--- src/rtl/fp_addsub_seq.sv ---
// fp_addsub_seq: multi-cycle floating-point add/sub/min/max unit.
//   Operands use an IEEE-754-style layout {sign, biased exponent, mantissa}.
//   Subnormal inputs are flushed to signed zero. Rounding is round-to-nearest-even.
// Ports:
//   clk_i    clock; all state updates on the rising edge
//   rst_i    synchronous active-high reset
//   start_i  operation request, sampled only while idle
//   op_i     00 add, 01 sub (A-B), 10 min, 11 max
//   a_i,b_i  operands
//   r_o      registered result, valid from the done cycle and held until the next done
//   done_o   one-cycle completion pulse
//   busy_o   high whenever an operation is in flight
//   flags_o  {invalid, overflow, underflow, inexact}, registered with r_o
module fp_addsub_seq #(
  parameter int EXP_W = 8,
  parameter int MAN_W = 23
) (
  input  logic                 clk_i,
  input  logic                 rst_i,
  input  logic                 start_i,
  input  logic [1:0]           op_i,
  input  logic [EXP_W+MAN_W:0] a_i,
  input  logic [EXP_W+MAN_W:0] b_i,
  output logic [EXP_W+MAN_W:0] r_o,
  output logic                 done_o,
  output logic                 busy_o,
  output logic [3:0]           flags_o
);
  localparam int W  = 1 + EXP_W + MAN_W;
  localparam int SW = MAN_W + 4;  // hidden bit + mantissa + guard/round/sticky
  localparam logic [EXP_W-1:0] EXP_ONES = '1;
  localparam logic [EXP_W:0]   EXP_ONE  = 1;
  localparam logic [W-1:0]     QNAN     = {1'b0, EXP_ONES, 1'b1, {(MAN_W-1){1'b0}}};

  typedef enum logic [2:0] {S_IDLE, S_ALIGN, S_ADD, S_NORM, S_ROUND, S_DONE} state_t;
  state_t state_q, state_d;

  logic [1:0]       op_q;
  logic             sa_q, sb_q, sign_q, sub_q;
  logic [EXP_W-1:0] ea_q, eb_q;
  logic [MAN_W-1:0] ma_q, mb_q;
  logic [EXP_W:0]   exp_q;
  logic [SW-1:0]    big_q, small_q;
  logic [SW:0]      sig_q;
  logic [W-1:0]     r_q;
  logic [3:0]       flags_q;

  // ---------------- ALIGN: operand ordering, shift, special cases
  logic             a_ge_b, a_lt_b, special;
  logic             a_nan, b_nan, a_inf, b_inf, a_zero, b_zero;
  logic [EXP_W-1:0] e_big, e_small, e_diff;
  logic [MAN_W-1:0] m_big, m_small;
  logic [SW-1:0]    small_ext, small_sh, shift_mask, small_al_d;
  logic [31:0]      diff32;
  logic [W-1:0]     a_val, b_val, spec_r_d;
  logic [3:0]       spec_f_d;

  always_comb begin
    a_ge_b     = {ea_q, ma_q} >= {eb_q, mb_q};
    e_big      = a_ge_b ? ea_q : eb_q;
    e_small    = a_ge_b ? eb_q : ea_q;
    m_big      = a_ge_b ? ma_q : mb_q;
    m_small    = a_ge_b ? mb_q : ma_q;
    e_diff     = e_big - e_small;
    diff32     = 32'(e_diff);
    small_ext  = {1'b1, m_small, 3'b000};
    small_sh   = small_ext >> e_diff;
    shift_mask = ~({SW{1'b1}} << e_diff);
    // Bits shifted past the sticky position are OR-ed into it.
    if (diff32 >= 32'(MAN_W + 3)) small_al_d = {{(SW-1){1'b0}}, 1'b1};
    else small_al_d = small_sh | {{(SW-1){1'b0}}, |(small_ext & shift_mask)};
  end

  always_comb begin
    a_nan  = (ea_q == EXP_ONES) && (ma_q != '0);
    b_nan  = (eb_q == EXP_ONES) && (mb_q != '0);
    a_inf  = (ea_q == EXP_ONES) && (ma_q == '0);
    b_inf  = (eb_q == EXP_ONES) && (mb_q == '0);
    a_zero = (ea_q == '0);
    b_zero = (eb_q == '0);
    a_val  = {sa_q, ea_q, ma_q};
    b_val  = {sb_q, eb_q, mb_q};
    // Numeric ordering with -0 < +0.
    if (sa_q != sb_q) a_lt_b = sa_q;
    else if (sa_q)    a_lt_b = {eb_q, mb_q} < {ea_q, ma_q};
    else              a_lt_b = {ea_q, ma_q} < {eb_q, mb_q};
    special  = op_q[1] | a_nan | b_nan | a_inf | b_inf | a_zero | b_zero;
    spec_r_d = '0;
    spec_f_d = 4'b0000;
    if (op_q[1]) begin
      if (a_nan && b_nan) begin
        spec_r_d = QNAN;
        spec_f_d = 4'b1000;
      end
      else if (a_nan)  spec_r_d = b_val;
      else if (b_nan)  spec_r_d = a_val;
      else if (op_q[0]) spec_r_d = a_lt_b ? b_val : a_val;
      else              spec_r_d = a_lt_b ? a_val : b_val;
    end
    else if (a_nan || b_nan || (a_inf && b_inf && (sa_q != sb_q))) begin
      spec_r_d = QNAN;
      spec_f_d = 4'b1000;
    end
    else if (a_inf)             spec_r_d = a_val;
    else if (b_inf)             spec_r_d = b_val;
    else if (a_zero && b_zero)  spec_r_d = {sa_q & sb_q, {(W-1){1'b0}}};
    else if (a_zero)            spec_r_d = b_val;
    else                        spec_r_d = a_val;
  end

  // ---------------- ADD / NORM / ROUND datapath
  logic [SW:0]      sum_d, sig_norm_d;
  logic [EXP_W:0]   exp_norm_d, exp_r;
  logic             norm_exit;
  logic [MAN_W:0]   mant;
  logic [MAN_W+1:0] mant_r;
  logic [MAN_W-1:0] man_f;
  logic [2:0]       grs;
  logic             rup;
  logic [W-1:0]     rnd_r_d;
  logic [3:0]       rnd_f_d;

  always_comb begin
    sum_d = sub_q ? ({1'b0, big_q} - {1'b0, small_q}) : ({1'b0, big_q} + {1'b0, small_q});
  end

  always_comb begin
    sig_norm_d = sig_q;
    exp_norm_d = exp_q;
    norm_exit  = 1'b1;
    if (sig_q[SW]) begin
      sig_norm_d = {1'b0, sig_q[SW:2], sig_q[1] | sig_q[0]};
      exp_norm_d = exp_q + EXP_ONE;
    end
    // A zero significand is an exact cancellation; leave it for ROUND to turn into +0.
    else if (!sig_q[SW-1] && (sig_q[SW-2:0] != '0) && (exp_q != EXP_ONE)) begin
      sig_norm_d = {1'b0, sig_q[SW-2:0], 1'b0};
      exp_norm_d = exp_q - EXP_ONE;
      norm_exit  = 1'b0;
    end
  end

  always_comb begin
    mant    = sig_q[SW-1:3];
    grs     = sig_q[2:0];
    rup     = grs[2] & (grs[1] | grs[0] | mant[0]);
    mant_r  = {1'b0, mant} + {{(MAN_W+1){1'b0}}, rup};
    exp_r   = mant_r[MAN_W+1] ? exp_q + EXP_ONE : exp_q;
    man_f   = mant_r[MAN_W+1] ? mant_r[MAN_W:1] : mant_r[MAN_W-1:0];
    rnd_r_d = {sign_q, exp_r[EXP_W-1:0], man_f};
    rnd_f_d = {3'b000, |grs};
    if (sig_q[SW-1:0] == '0) begin
      rnd_r_d = '0;
      rnd_f_d = 4'b0000;
    end
    else if (!mant[MAN_W]) begin
      rnd_r_d = {sign_q, {(W-1){1'b0}}};
      rnd_f_d = 4'b0011;
    end
    else if (exp_r >= {1'b0, EXP_ONES}) begin
      rnd_r_d = {sign_q, EXP_ONES, {MAN_W{1'b0}}};
      rnd_f_d = 4'b0101;
    end
  end

  // ---------------- FSM
  always_ff @(posedge clk_i) begin
    if (rst_i) state_q <= S_IDLE;
    else       state_q <= state_d;
  end

  always_comb begin
    state_d = state_q;
    case (state_q)
      S_IDLE:  if (start_i) state_d = S_ALIGN;
      S_ALIGN: state_d = special ? S_DONE : S_ADD;
      S_ADD:   state_d = S_NORM;
      S_NORM:  if (norm_exit) state_d = S_ROUND;
      S_ROUND: state_d = S_DONE;
      S_DONE:  state_d = S_IDLE;
      default: state_d = S_IDLE;
    endcase
  end

  always_comb begin
    busy_o = (state_q != S_IDLE);
    done_o = (state_q == S_DONE);
  end

  always_ff @(posedge clk_i) begin
    if (rst_i) begin
      op_q    <= '0;
      sa_q    <= 1'b0;
      sb_q    <= 1'b0;
      ea_q    <= '0;
      eb_q    <= '0;
      ma_q    <= '0;
      mb_q    <= '0;
      sign_q  <= 1'b0;
      sub_q   <= 1'b0;
      exp_q   <= '0;
      big_q   <= '0;
      small_q <= '0;
      sig_q   <= '0;
      r_q     <= '0;
      flags_q <= '0;
    end else begin
      case (state_q)
        S_IDLE: if (start_i) begin
          op_q <= op_i;
          sa_q <= a_i[W-1];
          sb_q <= b_i[W-1] ^ (op_i == 2'b01);
          ea_q <= a_i[W-2:MAN_W];
          eb_q <= b_i[W-2:MAN_W];
          ma_q <= (a_i[W-2:MAN_W] == '0) ? '0 : a_i[MAN_W-1:0];
          mb_q <= (b_i[W-2:MAN_W] == '0) ? '0 : b_i[MAN_W-1:0];
        end
        S_ALIGN: begin
          sign_q  <= a_ge_b ? sa_q : sb_q;
          sub_q   <= sa_q ^ sb_q;
          exp_q   <= {1'b0, e_big};
          big_q   <= {1'b1, m_big, 3'b000};
          small_q <= small_al_d;
          if (special) begin
            r_q     <= spec_r_d;
            flags_q <= spec_f_d;
          end
        end
        S_ADD:  sig_q <= sum_d;
        S_NORM: begin
          sig_q <= sig_norm_d;
          exp_q <= exp_norm_d;
        end
        S_ROUND: begin
          r_q     <= rnd_r_d;
          flags_q <= rnd_f_d;
        end
        default: ;
      endcase
    end
  end

  assign r_o     = r_q;
  assign flags_o = flags_q;

endmodule

--- config.mk ---
export PLATFORM = sky130hd
export DESIGN_NAME = fp_addsub_seq
export DESIGN_NICKNAME = d
export VERILOG_FILES = /design/src/rtl/fp_addsub_seq.sv
export SDC_FILE = /design/constraint.sdc
export NUM_CORES = 1
export LEC_CHECK = 0
export CORE_UTILIZATION = 35
export DETAILED_ROUTE_END_ITERATION = 16
export DONT_BUFFER_PORTS = 1
export GPL_TIMING_DRIVEN = 0
export PLACE_DENSITY = 0.61
export SLEW_MARGIN = 15
export SYNTH_ARGS = -nofsm -noshare
export SYNTH_HDL_FRONTEND = slang
export SYNTH_SLANG_ARGS = --single-unit
--- constraint.sdc ---
create_clock -name clk_i -period 4.7 [get_ports clk_i]
set_input_delay 0.705 -clock clk_i [delete_from_list [all_inputs] [get_ports clk_i]]
set_output_delay 0.705 -clock clk_i [all_outputs]
set_load 0.02 [all_outputs]
==> impl_metrics.toml <==
[cts]
clock_path_buffers = 2
clock_sinks = 195
clkLatencyLatePin_ns = 0.49
cts-buffers-inserted = 17
h-tree-depth = 4
path_clk_slew_ns = 0.09
cts_tree = "yes"
cts_root_buffer = "clkbuf_16"

[sta]
holdWs_ns = 0.335
hold_viol = 0
fin_skew_ns = 0.0169
post-route-period-util = 0.994
max_freq_mhz = 214
setup_viol = 0
period_needed_ns = 4.67
slew_viol_final = 0
slew_headroom = 0.321
tightest_slew_ns = 1.02

[yosys]
syn_area_sq_um = 16100
synth_cells = 2224
synth-seq-area-share = 0.243
synthArstFlopShare = 0
synthTopCellsByArea = "dfxtp_1 24%, mux2i_1 6.8%, ha_1 6.8%, a21oi_1 6.3%, nor2_1 6.1%"
synth_top_area_frac = 0.243
synth-main-ff-cell = "dfxtp_1"
yosys_warnings = 0
synth-seq-cells = 195
synth_top_area_cell = "dfxtp_1"
syn-mean-instance-area_sq_um = 7.22
synth_nets = 2381
synth_edf_count = 0
synthDistinctLibCells = 98

[worst_setup_path]
cp_top_family = "simple AND/OR/NAND/NOR gates"
cpMaxStageDelayCell = "or4_4"
path_cells = "inv_1 > ha_1 > nand3b_1 > a21oi_1 > or4_4 > buf_4 > and2_4 > buf_6 > buf_6 > or3_1 > a31oi_1 > nor2_1 > mux4_2 > a21oi_2 > o211ai_1 > a2111oi_4 > and4b_1 > a311oi_2"
critPathArrivalTime_ns = 5.00
rr_worst_depth = 18
cp.depth = 18
path_common_cell = "buf_6"
cp-end-kind = "flop"
path_buf_inv = 4
crit_type = "reg2reg"
worstPathMaxFanout = 10
start_kind = "flop"
required_ns = 5.03
slowest_delay_ns = 0.55

[drt]
finalWirelength_mm = 70.1
drt-initial-drc-count = 2066
num_vias = 17981
ant_nets = 0
drtPass1Iterations = 5
avgRoutedWirePerCell_um = 24.1
vias_per_cell = 6.17
drcViolationCount = 0

[worst_hold_path]
min_path_type = "in2reg"
holdPathStages = 2

[power_and_ir_drop]
p_leak_nw = 6.87
swShare = 0.556
pwr-share-seq = 0.166
p_comb_frac = 0.744
clkPwrFrac = 0.090
ir_worst_vdd_uv = 339
netSwitchingPower_mw = 9.26
p_per_area_nw_per_um2 = 893
p_int_mw = 7.40

[global_route]
grt_busiest_layer = "met2"
track_usage = 0.293
grt_pass1_wl_mm = 104
first_global_vias = 16669
grt_overflow_total = 0
antenna_found_initial = 2
grtUsageMet2 = 0.472
grt_max_degree = 20
grt_use_met3 = 0.0529
met1_usage = 0.381

[floorplanning]
io_pins = 107
core_region_area_sq_um = 45300
die-area_sq_um = 46800
initial_core_util = 0.355
die_w_um = 216
die_y_um = 216
rows = 78

[outcome]
outcome = "finished, final reports clean"

[final_layout]
layout.nets = 2456
drive_above_1_share = 0.122
post-route-util = 0.412
area_delta_synth_final_pct = 16.2

[placement]
routabilityCongestion = 1.00
hpwl_mm = 53.4
portBuffers = 0

[flow_run]
maxCapViolCount = 0
synthesized netlist by cell type, types with 7 or more instances:
library cell / number
nand2b_1: 10
inv_1: 100
o22ai_1: 31
o21a_1: 11
nor3_1: 77
or3_1: 14
xor2_1: 14
ha_1: 87
o21ai_0: 101
o31a_1: 7
o31ai_1: 10
o211ai_1: 22
a211oi_1: 40
a22oi_1: 60
nand3b_1: 10
buf_2: 14
a21oi_1: 202
a21o_1: 10
nand2_1: 253
mux2_2: 10
nor2b_1: 13
mux2i_1: 109
clkbuf_1: 154
and4_1: 7
nand3_1: 52
a31oi_1: 16
a311oi_1: 32
dfxtp_1: 195
and2_1: 9
nor2_1: 259
xnor2_1: 45
buf_1: 10
nor4_1: 30
o221ai_1: 11
nand4_1: 26
and3_1: 32
a221oi_1: 15
power groups by stage:
stage / combinational [mW] / clock (mW) / sequential [mW]
floorplan: 7.48 / 0 / 2.46
global placement: 10.4 / 0 / 2.74
detailed placement: 10.5 / 0 / 2.75
CTS: 11.6 / 1.50 / 2.76
global route: 13.2 / 1.56 / 2.79
finish: 12.4 / 1.50 / 2.76
path summary, 6_finish.rpt:
kind                                   from     endpoint  slack [ns]
worst max-delay path                mb_q[1]   small_q[0]        0.03
worst min-delay path                b_i[25]      eb_q[2]        0.33
worst min register to register  small_q[10]  small_q[10]        0.49
worst max register to register      mb_q[1]   small_q[0]        0.03
per-stage QoR:
step	worst slack [ns]	instances	area (sq um)	total power [mW]	TNS [ns]
2_1_floorplan	0.0858	2224	16100	9.94	0
3_5_place_dp	-1.98	2824	16800	13.2	-68.31
5_1_grt	-0.0334	2912	18700	17.6	-0.0814
3_3_place_gp	-2.08	2824	16800	13.1	-65.97
6_report	0.0304	2913	18700	16.7	0
4_1_cts	0.0124	2885	18200	15.8	0
cells by family (layout without fill, tap and decap cells):
| kind of cell | count (synthesis) | count (layout) | share of synthesized area |
|---|---|---|---|
| AO/OA/AOI/OAI | 649 | 649 | 0.269 |
| XOR/XNOR | 60 | 60 | 0.0332 |
| adder cells (fa/ha/maj) | 88 | 88 | 0.0690 |
| buffers and inverters | 289 | 377 | 0.0714 |
| flip-flops | 195 | 195 | 0.243 |
| multiplexers | 123 | 123 | 0.0798 |
| other | 0 | 1 | 0 |
| AND/OR/NAND/NOR | 820 | 820 | 0.235 |
cell type report:
| cell class | instances | area (sq um) |
|---|---|---|
| Clock inverter | 15 | 146 |
| Fill cell | 4701 | 26600 |
| Multi-Input combinational cell | 1740 | 11500 |
| Inverter | 101 | 397 |
| Tap cell | 600 | 751 |
| Buffer | 181 | 841 |
| Sequential cell | 195 | 4040 |
| Timing Repair Buffer | 63 | 522 |
| Antenna cell | 1 | 2.50 |
| Clock buffer | 17 | 425 |
layout by cell type (no fill, tap or decap), types with 11 or more instances in the layout:
master	instances
nor2_1	255
nand2_1	251
a21oi_1	194
dfxtp_1	149
clkbuf_1	138
mux2i_1	107
o21ai_0	96
inv_1	90
nor3_1	75
ha_1	72
buf_4	62
a22oi_1	60
nand3_1	50
xnor2_1	42
a211oi_1	36
dfxtp_4	33
a311oi_1	32
and3_1	32
o22ai_1	31
nor4_1	29
nand4_1	26
o211ai_1	22
clkbuf_16	19
a221oi_1	15
a31oi_1	14
or3_1	14
ha_4	14
nor2b_1	13
xor2_1	13
dfxtp_2	13
clkbuf_2	11
registers in the layout (all words and copies together) (netlist names), 9 cells and up:
register / flops
big_q: 24
exp_q: 9
ma_q: 23
mb_q: 23
r_o: 32
sig_q: 28
small_q: 27
routing by layer:
metal / wire (um) / part of all wire
met1: 29100 / 0.42
met2: 31800 / 0.45
met3: 6260 / 0.089
met4: 2940 / 0.042
met5: 11 / 0.00016
what timing repair did:
action,in CTS,in global routing
hold buffers,0,0
endpoints found under the setup margin,82,47
pin swaps,22,27
gates resized for setup,134,82
gates cloned,1,0
buffers inserted,35,27
Note: power is estimated with default switching activity, not from simulation.
